$ cat config.mk
export PLATFORM = sky130hd
export DESIGN_NAME = urng_pair_src_flat
export DESIGN_NICKNAME = d
export VERILOG_FILES = /design/src/rtl/urng_pair_src_pkg.sv /design/src/rtl/urng_pair_src_if.sv /design/src/rtl/urng_pair_src_u53_to_fp64.sv /design/src/rtl/urng_pair_src.sv /design/src/flat_wrapper.sv
export SDC_FILE = /design/constraint.sdc
export NUM_CORES = 1
export LEC_CHECK = 0
export ABC_AREA = 1
export BUFFER_PORTS_ARGS = -buffer_cell sky130_fd_sc_hd__buf_2
export CORE_MARGIN = 4
export CORE_UTILIZATION = 40
export CTS_CLUSTER_SIZE = 24
export DETAILED_ROUTE_END_ITERATION = 12
export GPL_TIMING_DRIVEN = 0
export SYNTH_ARGS = -nofsm -noshare
export SYNTH_HDL_FRONTEND = slang
export SYNTH_SLANG_ARGS = --single-unit
$ cat constraint.sdc
create_clock -name clk -period 6.8 [get_ports clk]
set_clock_uncertainty 0.2 [all_clocks]
set_input_delay 1.36 -clock clk [delete_from_list [all_inputs] [get_ports clk]]
set_output_delay 1.36 -clock clk [all_outputs]
set_load 0.02 [all_outputs]
$ cat src/rtl/urng_pair_src_pkg.sv
// Shared definitions for the uniform-pair source.
//   - default generator seeds
//   - double-precision exponent bias and the bias used for 53-bit fixed point
//   - burst controller state encoding
//   - one step of the 64-bit xorshift generator
package urng_pair_src_pkg;

  localparam logic [63:0] SEED1_DFLT = 64'h9E3779B97F4A7C15;
  localparam logic [63:0] SEED2_DFLT = 64'hD1B54A32D192ED03;

  localparam int unsigned EXP_BIAS   = 1023;
  // A 53-bit integer r scaled by 2^-53 with MSB at bit p has exponent p-53.
  localparam int unsigned EXP_BIAS_U = EXP_BIAS - 53;

  typedef enum logic [1:0] {
    ST_IDLE,
    ST_RUN,
    ST_FLUSH
  } state_t;

  function automatic logic [63:0] xs64_next(input logic [63:0] x);
    logic [63:0] y;
    y = x;
    y = y ^ (y << 13);
    y = y ^ (y >> 7);
    y = y ^ (y << 17);
    return y;
  endfunction

endpackage

$ cat src/rtl/urng_pair_src_if.sv
// Push bus from the uniform-pair source to the Gaussian transform.
//   pushout : pair valid this cycle (no backpressure)
//   U1, U2  : uniform doubles in (0,1)
// master drives the bus, slave consumes it.
interface urng_pair_src_if;
  logic        pushout;
  logic [63:0] U1;
  logic [63:0] U2;

  modport master (output pushout, output U1, output U2);
  modport slave  (input  pushout, input  U1, input  U2);
endinterface

$ cat src/rtl/urng_pair_src_u53_to_fp64.sv
// Exact conversion of a 53-bit integer r to the double r*2^-53.
// Zero is treated as 1 so the result always lies in the open interval (0,1).
//   i_raw : 53-bit unsigned input
//   o_fp  : IEEE-754 double, sign always 0
module u53_to_fp64
  import urng_pair_src_pkg::*;
(
  input  logic [52:0] i_raw,
  output logic [63:0] o_fp
);

  logic [52:0] w_r;
  logic [5:0]  w_p;
  logic [51:0] w_frac;
  logic [10:0] w_exp;

  always_comb begin
    w_r = (i_raw == '0) ? 53'd1 : i_raw;

    w_p = '0;
    for (int unsigned i = 0; i < 53; i++) begin
      if (w_r[i]) w_p = 6'(i);
    end

    // Shifting the low 52 bits pushes the leading one out of the top,
    // leaving the fraction left-justified and zero-filled.
    w_frac = w_r[51:0] << (6'd52 - w_p);
    w_exp  = 11'(EXP_BIAS_U) + 11'(w_p);
    o_fp   = {1'b0, w_exp, w_frac};
  end

endmodule

$ cat src/rtl/urng_pair_src.sv
// Uniform-pair source for the Box-Muller transform.
// Two xorshift64 generators feed a two-stage pipeline (issue, convert) that
// emits one (U1,U2) pair per clock for a go/count burst.
//   clk, rst          : clock, asynchronous active-low reset
//   seed_ld/seed1/2   : reload generators (IDLE only, zero -> default seed)
//   go/count          : start a burst of count pairs (IDLE only)
//   abort             : stop issuing; pairs already issued still emerge
//   busy, done        : burst in progress / one-cycle end-of-burst pulse
//   push              : pushout/U1/U2 bus towards the transform
module urng_pair_src
  import urng_pair_src_pkg::*;
#(
  parameter logic [63:0] SEED1 = SEED1_DFLT,
  parameter logic [63:0] SEED2 = SEED2_DFLT,
  parameter int unsigned CW    = 16
) (
  input  logic          clk,
  input  logic          rst,
  input  logic          seed_ld,
  input  logic [63:0]   seed1,
  input  logic [63:0]   seed2,
  input  logic          go,
  input  logic [CW-1:0] count,
  input  logic          abort,
  output logic          busy,
  output logic          done,
  urng_pair_src_if.master push
);

  state_t        r_state;
  logic [63:0]   r_x1;
  logic [63:0]   r_x2;
  logic [CW-1:0] r_rem;
  logic          r_flush_arm;
  logic [52:0]   r_raw1;
  logic [52:0]   r_raw2;
  logic          r_v1;
  logic          r_done;
  logic          r_busy;
  logic          r_pushout;
  logic [63:0]   r_u1;
  logic [63:0]   r_u2;

  logic          w_issue;
  logic [63:0]   w_nx1;
  logic [63:0]   w_nx2;
  logic [63:0]   w_fp1;
  logic [63:0]   w_fp2;

  assign w_issue = (r_state == ST_RUN) && !abort;
  assign w_nx1   = xs64_next(r_x1);
  assign w_nx2   = xs64_next(r_x2);

  // Burst controller and issue stage.
  // FLUSH ends once the issue stage is empty; r_flush_arm is pre-set when
  // coming from RUN so done lands the cycle after the final pushout, and
  // left clear for a zero-length burst so it still takes the nominal
  // two-cycle pipeline latency.
  always_ff @(posedge clk or negedge rst) begin
    if (!rst) begin
      r_state     <= ST_IDLE;
      r_x1        <= SEED1;
      r_x2        <= SEED2;
      r_rem       <= '0;
      r_flush_arm <= 1'b0;
      r_raw1      <= '0;
      r_raw2      <= '0;
      r_v1        <= 1'b0;
      r_done      <= 1'b0;
      r_busy      <= 1'b0;
    end else begin
      r_done <= 1'b0;
      r_v1   <= w_issue;
      if (w_issue) begin
        r_x1   <= w_nx1;
        r_x2   <= w_nx2;
        r_raw1 <= w_nx1[63:11];
        r_raw2 <= w_nx2[63:11];
      end

      case (r_state)
        ST_IDLE: begin
          if (seed_ld) begin
            r_x1 <= (seed1 == '0) ? SEED1 : seed1;
            r_x2 <= (seed2 == '0) ? SEED2 : seed2;
          end
          if (go) begin
            r_busy <= 1'b1;
            if (count != '0) begin
              r_state <= ST_RUN;
              r_rem   <= count;
            end else begin
              r_state     <= ST_FLUSH;
              r_flush_arm <= 1'b0;
            end
          end
        end

        ST_RUN: begin
          if (!abort) r_rem <= r_rem - CW'(1);
          if (abort || (r_rem == CW'(1))) begin
            r_state     <= ST_FLUSH;
            r_flush_arm <= 1'b1;
          end
        end

        ST_FLUSH: begin
          if (r_flush_arm && !r_v1) begin
            r_state     <= ST_IDLE;
            r_flush_arm <= 1'b0;
            r_done      <= 1'b1;
            r_busy      <= 1'b0;
          end else begin
            r_flush_arm <= 1'b1;
          end
        end

        default: r_state <= ST_IDLE;
      endcase
    end
  end

  u53_to_fp64 u_cvt1 (.i_raw(r_raw1), .o_fp(w_fp1));
  u53_to_fp64 u_cvt2 (.i_raw(r_raw2), .o_fp(w_fp2));

  // Convert stage: registered doubles and strobe.
  always_ff @(posedge clk or negedge rst) begin
    if (!rst) begin
      r_pushout <= 1'b0;
      r_u1      <= '0;
      r_u2      <= '0;
    end else begin
      r_pushout <= r_v1;
      if (r_v1) begin
        r_u1 <= w_fp1;
        r_u2 <= w_fp2;
      end
    end
  end

  assign busy         = r_busy;
  assign done         = r_done;
  assign push.pushout = r_pushout;
  assign push.U1      = r_u1;
  assign push.U2      = r_u2;

endmodule

$ cat src/flat_wrapper.sv
// flat-port wrapper written by rule: the top's interface ports become plain ports
module urng_pair_src_flat import urng_pair_src_pkg::*;
#(
  parameter logic [63:0] SEED1 = SEED1_DFLT,
  parameter logic [63:0] SEED2 = SEED2_DFLT,
  parameter int unsigned CW    = 16
)
  (clk, rst, seed_ld, seed1, seed2, go, count, abort, busy, done, push_pushout, push_U1, push_U2);
  urng_pair_src_if push_i ();
  input  logic clk;
  input  logic rst;
  input  logic seed_ld;
  input  logic [63:0] seed1;
  input  logic [63:0] seed2;
  input  logic go;
  input  logic [CW-1:0] count;
  input  logic abort;
  output logic busy;
  output logic done;
  output wire logic [$bits(push_i.pushout)-1:0] push_pushout;
  output wire logic [$bits(push_i.U1)-1:0] push_U1;
  output wire logic [$bits(push_i.U2)-1:0] push_U2;
  assign push_pushout = push_i.pushout;
  assign push_U1 = push_i.U1;
  assign push_U2 = push_i.U2;
  urng_pair_src #(.SEED1(SEED1), .SEED2(SEED2), .CW(CW)) u_core (.clk(clk), .rst(rst), .seed_ld(seed_ld), .seed1(seed1), .seed2(seed2), .go(go), .count(count), .abort(abort), .busy(busy), .done(done), .push(push_i));
endmodule
# == Word level (Yosys, flattened, before mapping) ==
# Index checks and enable logic that the tools add are counted.
# classes
bitwise,6
reduce_logical,18
shift,2
n_addsub,5
n_eq_ne,9
mux,133
# ops
op,n
6-bit two-way mux,102
64-bit two-way mux,8
64-bit XOR,4
64-bit zero test,2
64-bit by 57-bit XOR with 64-bit output,2
53-bit zero test,2
53-bit two-way mux,2
52-bit by 6-bit << shifter with 52-bit output,2
16-bit two-way mux,3
16-bit one-hot mux with 2 select lines,1
"10-bit by 6-bit adder with 11-bit output, first input constant",2
"16-bit by 1-bit equality test with 1-bit output, second input constant",1
16-bit nonzero test,1
"16-bit by 1-bit subtractor with 16-bit output, second input constant",1
"6-bit subtractor, first input constant",2
1-bit two-way mux,10
2-bit two-way mux,4
"2-bit inequality test, second input constant",4
4-bit AND reduction,2
2-bit one-hot mux with 3 select lines,1
3-bit AND reduction,2
"2-bit by 1-bit inequality test with 1-bit output, second input constant",2
2-bit nonzero test,2
1-bit one-hot mux with 3 select lines,1
8 further kinds,10
# word_totals
word_cells,186
reg_bits,383
output_inout_bits,131

# == Logic depth before layout (Yosys ltp) ==
# Gate-level depths: netlist of the first run.
# depth
word_depth,56
ltp_mapped,66

# == Hierarchy ==
# Synthesis of the first run repeated with hierarchy kept, for this count alone.
# hier_totals
cells_unflattened,5655
hier_area_um2,31652.9
# modules_own_cells
module,instances,area_per_inst_um2,cells_each
urng_pair_src,1,22683.0,3619
u53_to_fp64 at u_core.u_cvt2,1,4490.6,1024
u53_to_fp64 at u_core.u_cvt1,1,4479.3,1012

# == Worst setup path after synthesis of the first run ==
# No wires, ideal clock.
# synth_timing
path_type,register -> register
start,register u_core.r_raw2[2]
end,"register u_core.r_u2[48], in the netlist u_core.push.U2[48]"
slack_ns,1.989
path_stages_with_launch,64
arrival_ns,4.486
setup_ns,0.124
required_ns,6.476
path_cell_list,dfrtp_1 inv_2 nand2_1 nand2_1 nand2_1 nand2_1 nand2_1 nand2_1 nand2_1 nand2_1 nand2_1 nand2_1 nand2_1 nand2_1 nand2_1 nand2_1 nand2_1 nand2_1 [28 not listed] nand2_1 nand2_1 nand2_1 nand2_1 nand2_1 nand2_2 nand2_1 buf_6 buf_4 ha_1 xor2_1 clkbuf_1 clkbuf_1 nand3_1 nand3_1 nand3_1 nand3_1 nand3_1
# synth_between
elab_chain_len,56
# synth_lines
element,line,source
from (decl),urng_pair_src.sv:36,logic [52:0] r_raw2;
from (signal assigned),urng_pair_src.sv:78,r_raw2 <= w_nx2[63:11];
53-bit zero test,urng_pair_src_u53_to_fp64.sv:18,w_r = (i_raw == '0) ? 53'd1 : i_raw;
53-bit two-way mux (*),urng_pair_src_u53_to_fp64.sv:18,
1-bit two-way mux,urng_pair_src_u53_to_fp64.sv:22,if (w_r[i]) w_p = 6'(i);
6-bit two-way mux (51 in a row),urng_pair_src_u53_to_fp64.sv:22,
6-bit subtractor,urng_pair_src_u53_to_fp64.sv:27,w_frac = w_r[51:0] << (6'd52 - w_p);
52-bit by 6-bit << shifter with 52-bit output (*),urng_pair_src_u53_to_fp64.sv:27,
to (signal assigned),urng_pair_src.sv:136,r_u2 <= w_fp2;
to (decl),urng_pair_src.sv:42,logic [63:0] r_u2;
# Every way passes the cells marked *; elsewhere a longest branch is shown, timed or not.
# A chain may end at the register's enable or synchronous reset.

# == Worst setup path in the final report of the first run ==
# layout_timing
start,register u_core.r_raw1[2]
end,"register u_core.r_u1[33], in the netlist u_core.push.U1[33]"
# layout_between
elab_chain_len,56
# layout_lines
element,line,source
from (decl),urng_pair_src.sv:35,logic [52:0] r_raw1;
from (signal assigned),urng_pair_src.sv:77,r_raw1 <= w_nx1[63:11];
53-bit zero test,urng_pair_src_u53_to_fp64.sv:18,
53-bit two-way mux (*),urng_pair_src_u53_to_fp64.sv:18,
1-bit two-way mux,urng_pair_src_u53_to_fp64.sv:22,
6-bit two-way mux (51 in a row),urng_pair_src_u53_to_fp64.sv:22,
6-bit subtractor,urng_pair_src_u53_to_fp64.sv:27,
52-bit by 6-bit << shifter with 52-bit output (*),urng_pair_src_u53_to_fp64.sv:27,
to (signal assigned),urng_pair_src.sv:135,r_u1 <= w_fp1;
to (decl),urng_pair_src.sv:41,logic [63:0] r_u1;
# Marked as above.

==> results of run 1 <==
kinds of logic (layout without fill, tap and decap cells):
logic type	Yosys count	after routing	share of synthesized area, %
compound gates	626	626	13.0
xor+xnor	244	244	8.28
fa+ha+maj	14	14	0.679
buf+inv	522	888	8.05
flops	383	383	37.5
other cells	1	5	0.0145
simple gates	1857	1857	32.5
stage by stage:
step	utilization (%)	TNS [ns]	instances	cell area [um2]	setup WS (ns)
2_1_floorplan	-	0	3648	25800	1.99
3_3_place_gp	44.5	-1213.43	4771	28300	-3.70
3_5_place_dp	44.7	0	4774	28300	0.732
4_1_cts	47.1	0	4860	29900	0.665
5_1_grt	47.1	0	4861	29900	0.0453
6_report	47.2	0	4863	29900	0.782
how the worst max path moves through the flow:
stage                          to  depth (start not counted)              from
2_1_floorplan  u_core.push.U2[48]                         63  u_core.r_raw2[2]
3_3_place_gp    u_core.r_state[0]                          1               rst
3_5_place_dp   u_core.push.U2[27]                         65  u_core.r_raw2[2]
4_1_cts        u_core.push.U2[27]                         65  u_core.r_raw2[2]
5_1_grt        u_core.push.U2[47]                         63  u_core.r_raw2[2]
6_report       u_core.push.U1[33]                         60  u_core.r_raw1[2]
layer usage:
metal / wire, um / part of all wire [%]
met1: 48500 / 46
met2: 44800 / 43
met3: 8650 / 8.2
met4: 3420 / 3.2
met5: 27 / 0.026
sequential cells by signal, indices dropped and copies added (netlist names), 2 cells and up:
signal / cells
u_core.push.U2: 63
u_core.push.U1: 63
u_core.r_raw2: 53
u_core.r_state: 2
u_core.r_x2: 64
u_core.r_x1: 64
u_core.r_rem: 16
u_core.r_raw1: 53
critical path: cells and delay by family, from the launching register on:
family	cells	cell delay (ns)
XOR/XNOR	1	0.44
buffers and inverters	5	1.30
adder cells (fa/ha/maj)	1	0.25
AND/OR/NAND/NOR	51	3.07
flip-flops	1	0.39
AO/OA/AOI/OAI	2	0.19
cell type report:
type	instances	area share, %
Sequential cell	383	32.3
Buffer	215	3.07
Multi-Input combinational cell	2743	47.0
Clock buffer	63	4.37
Clock inverter	23	0.828
Timing Repair Buffer	280	4.94
Tap cell	846	3.54
Inverter	307	3.87
Antenna cell	3	0.0251
layout by cell type, fill, tap and decap left out, drive strengths merged, types with 17 or more instances in the layout:
master,synthesis,layout
dfstp,68,68
nor2,170,170
a21oi,168,168
clkinv,6,20
nand4,26,26
inv,301,306
nor4,41,41
buf,64,344
dfrtp,315,315
a31oi,45,45
clkbuf,151,214
nand3,922,922
or2,17,17
xnor2,215,215
nand2,667,667
o21ai,350,350
xor2,29,29
timing repair:
item / 4_1_cts / 5_1_grt
resized for setup: 0 / 1
endpoints found under the setup margin: 0 / 4
hold buffers: 0 / 0
==> impl_metrics.csv, run 1 <==
group,metric,value,unit
sta,tightest_slew,0.874,ns
sta,rsz0062_at_grt,"false",
sta,hold_viol,0,
sta,slew_headroom,41.4,%
floorplan,start_util,40.7,%
critical_path,r2r_start,"u_core.r_raw1[2]",
job,maxCapViolCount,0,
yosys,postSynthCellCount,3647,
drt,drt_pass1_iterations,6,
global_route,met3_usage,4.83,%
critical_path,cp_max_fo,10,
floorplan,die_area,68600,um2
clocking,h-tree-depth,2,
yosys,ys_async_sr_fraction,100,%
global_route,grt_pass1_wl,158000,um
drt,drc,0,
min_path,hold_path_depth,0,
drt,wirelength,105000,um
drt,wire_per_inst,21.7,um
final_layout,drive_above_1_share,12.6,%
yosys,syn-cell-area,25800,um2
critical_path,worstSetupPathType,"reg -> reg",
sta,layout_min_cycle_time,6.02,ns
critical_path,path_common_cell,"nand2_1",
final_layout,nFillCells,6661,
yosys,yosys-top-cells-count,"nand3_1, nand2_1, o21ai_0",
clocking,cts_tree,"built",
sta,drv_slew,0,
yosys,avgSynthCellArea,7.08,um2
final_layout,nNetsFinal,4139,
drt,ant_nets,0,
yosys,synthTopCellsByArea,"dfrtp_1, nand3_1, nand2_1",
sta,hold_ws,0.171,ns
global_route,grt_max_degree,112,
global_route,grt_pass1_vias,25400,
placement,place_congestion,1.00,
yosys,synth-edff-count,0,
min_path,worstHoldPathType,"reg -> reg",
critical_path,r2r_cells,60,
yosys,synth_seq_cells,383,
final_layout,seq_area,9670,um2
clocking,cts_sinks,383,
clocking,cts_buffers,46,
critical_path,critical_path.slowest_cell,"clkbuf_1",
final_layout,syn_to_final_growth,15.9,%
critical_path,start_kind,"register",
yosys,synth_warnings,0,
floorplan,die_y,262,um
yosys,synth_ff_type,"dfrtp_1",
run_status,outcome,"finished clean",
critical_path,r2r_setup_slack,0.78,ns
global_route,antenna_found_initial,5,
critical_path,end_kind,"register",
drt,drtIter0Drc,3351,
global_route,met2_usage,44.9,%
min_path,hp-start,"u_core.r_v1",
yosys,yosysTopAreaCell,"dfrtp_1",
clocking,postCtsSetupRepairBufs,0,
clocking,cts_root_buffer,"clkbuf_16",
global_route,busiest_layer,"met2",
floorplan,rows,92,
sta,fmaxAchievable,166,MHz
clocking,path_clk_slew,0.06,ns
clocking,clk_latency,0.62,ns
drt,vias,27500,
critical_path,max_stage_delay,0.53,ns
yosys,synth_top_area_share,30.5,%
critical_path,rr_endpoint,"u_core.push.U1[33]",
yosys,seq_area_frac_synth,37.5,%
critical_path,worst_ep_arrival_time,6.31,ns
sta,min_period_over_period,88.5,%
floorplan,coreArea,63400,um2
final_layout,multiInputGateArea,14100,um2
yosys,synth.distinct_cells,47,
sta,setup_viol,0,
placement,io_buffers,277,
floorplan,die_w,262,um
global_route,grt_usage,29.9,%
critical_path,cp.required,7.09,ns
global_route,gr-usage-met1,44.5,%
drt,viasPerCell,5.65,
yosys,synth_most_common_cell,"nand3_1",
floorplan,ios,280,
min_path,holdPathEnd,"u_core.push.pushout",
clocking,cts_max_path_buffers,3,
placement,dp_hpwl,84600,um
global_route,grt-ovfl-total,0,
Power of run 1 is not shown: default switching activity piles up to over one toggle a cycle in this logic, so the estimate is an artifact.
==> run 2, diff against run 1 <==
--- a/config.mk
+++ b/config.mk
@@ -14,4 +14,5 @@
 export GPL_TIMING_DRIVEN = 0
 export SYNTH_ARGS = -nofsm -noshare
 export SYNTH_HDL_FRONTEND = slang
+export SYNTH_HIERARCHICAL = 1
 export SYNTH_SLANG_ARGS = --single-unit
==> impl_metrics.csv, run 2 <==
group,metric,value,unit
run_status,outcome,"finished clean",
global_route,gr-usage-met1,46.5,%
yosys,seq_area_frac_synth,30.7,%
final_layout,fin_util,46.5,%
floorplan,ios,280,
yosys,postSynthCellCount,5655,
critical_path,worstSetupPathType,"reg -> reg",
final_layout,syn_to_final_growth,14.6,%
critical_path,worst_ep_arrival_time,6.59,ns
sta,tightest_slew,0.978,ns
drt,drc,0,
clocking,cts_resized,0,
clocking,postCtsSetupRepairBufs,0,
critical_path,critical_path.slowest_cell,"buf_1",
floorplan,rows,102,
sta,rsz0062_at_grt,"false",
yosys,yosys-top-cells-count,"nand2_1, nand3_1, inv_1",
min_path,worstHoldPathType,"reg -> reg",
yosys,synth_seq_cells,385,
yosys,synth_top_area_share,36.6,%
sta,fmaxAchievable,159,MHz
global_route,grt-ovfl-total,0,
final_layout,instances_no_fill,7073,
floorplan,die_area,83700,um2
critical_path,cp_max_fo,10,
critical_path,path_common_cell,"nand2_1",
sta,layout_min_cycle_time,6.29,ns
drt,wire_per_inst,21.0,um
critical_path,end_kind,"register",
drt,drt_pass1_iterations,7,
yosys,syn-cell-area,31700,um2
drt,wirelength,149000,um
placement,io_buffers,279,
yosys,avgSynthCellArea,5.60,um2
global_route,grt_usage,34.5,%
yosys,synth_warnings,6,
sta,min_period_over_period,92.4,%
yosys,yosysTopAreaCell,"nand2_1",
final_layout,drive_above_1_share,10.2,%
final_layout,fin_area,36300,um2
sta,slew_headroom,34.1,%
job,maxCapViolCount,0,
global_route,grt_max_degree,120,
sta,hold_viol,0,
drt,viasPerCell,5.33,
global_route,antenna_found_initial,2,
floorplan,start_util,40.6,%
clocking,clk_latency,0.64,ns
drt,vias,37700,
yosys,synth_ff_type,"dfrtp_1",
final_layout,diodes,0,
placement,place_congestion,1.02,
global_route,grt_pass1_wl,218000,um
final_layout,final_common_cell,"nand2_1",
placement,dp_cells,6983,
yosys,synth_most_common_cell,"nand2_1",
clocking,path_clk_slew,0.06,ns
critical_path,start_kind,"register",
final_layout,nNetsFinal,6152,
sta,hold_ws,0.262,ns
clocking,cts_root_buffer,"clkbuf_16",
yosys,ys_async_sr_fraction,100,%
floorplan,coreArea,78000,um2
clocking,h-tree-depth,2,
clocking,cts_tree,"built",
floorplan,die_w,289,um
global_route,met3_usage,4.97,%
global_route,grt_pass1_vias,34300,
sta,setup_viol,0,
floorplan,die_y,289,um
yosys,synth.distinct_cells,43,
clocking,cts_buffers,48,
sta,drv_slew,0,
drt,drtIter0Drc,4049,
clocking,cts_hold_buf,0,
clocking,cts_sinks,385,
yosys,synthTopCellsByArea,"nand2_1, dfrtp_1, nand3_1",
global_route,busiest_layer,"met2",
critical_path,cp.required,7.10,ns
drt,ant_nets,0,
critical_path,max_stage_delay,0.59,ns
clocking,cts_max_path_buffers,3,
final_layout,final_cell_mix,"nand2_1, nand3_1, inv_1",
global_route,met2_usage,56.2,%
yosys,synth-edff-count,0,
placement,placed_cell_area,34500,um2
placement,dp_hpwl,122000,um
## run 2: cell count changes after synthesis, moves of 86 or more
cell     change
nand2_1   +2428
o21ai_0    -271
xnor2_1    -210
inv_1      +200
nand3_1    -140
nor2_1      +95
a21oi_1     -86
## run 2: cells by family (layout without fill, tap and decap cells)
kind of cell             Yosys count  count (layout)  share of synthesized area [%]
AND/OR/NAND/NOR                 4214            4214                           53.7
buffers and inverters            768            1140                           9.99
flip-flops                       385             385                           30.7
AO/OA/AOI/OAI                    245             245                           4.37
XOR/XNOR                          26              26                          0.719
adder cells (fa/ha/maj)           10              10                          0.395
other                              4              10                         0.0474
multiplexers                       3               3                         0.0949
## run 2: cell type report
class	instances	area [um2]
repair buffers	282	1490
plain buffers	256	1270
well taps	1040	1300
clock inverters	28	420
flip-flops and latches	385	9720
multi-input cells	4508	18800
inverters	512	1920
fillers	8585	41700
clock buffers	62	1350
## run 2: critical path: cells and delay by family, from the launching register on
kind / cells / cell delay, ns
simple gates: 58 / 3.78
buf+inv: 6 / 1.28
flops: 1 / 0.46
xor+xnor: 1 / 0.21
fa+ha+maj: 1 / 0.18
## run 2: layer usage
metal | vias to the layer above | routed length, um
met3 | 330 | 12600
met4 | 2 | 6720
met1 | 17400 | 62400
li1 | 18200 | -
met2 | 1743 | 66900
met5 | - | 13
## run 2: through the flow
step	setup TNS [ns]	setup slack (ns)
after floorplan	0	1.82
after global placement	-1224.87	-3.74
after detailed placement	0	0.198
after CTS	0	0.111
after global routing	0	0.00355
final	0	0.514
## run 2: path summary, 6_finish.rpt
kind | startpoint | endpoint | slack [ns] | cells past startpoint
max reg2reg | u_core/r_raw1[2] | u_core/push.U1[19] | 0.51 | 66
min reg2reg | u_core/push.U1[28] | u_core/push.U1[28] | 0.26 | 2
max | u_core/r_raw1[2] | u_core/push.U1[19] | 0.51 | 66
min in group asynchronous | rst | u_core/push.U2[18] | 0.48 | 1
max in group asynchronous | rst | u_core/r_x2[58] | 4.41 | 3
min | u_core/push.U1[28] | u_core/push.U1[28] | 0.26 | 2
Power of run 2 is left out for the same reason.
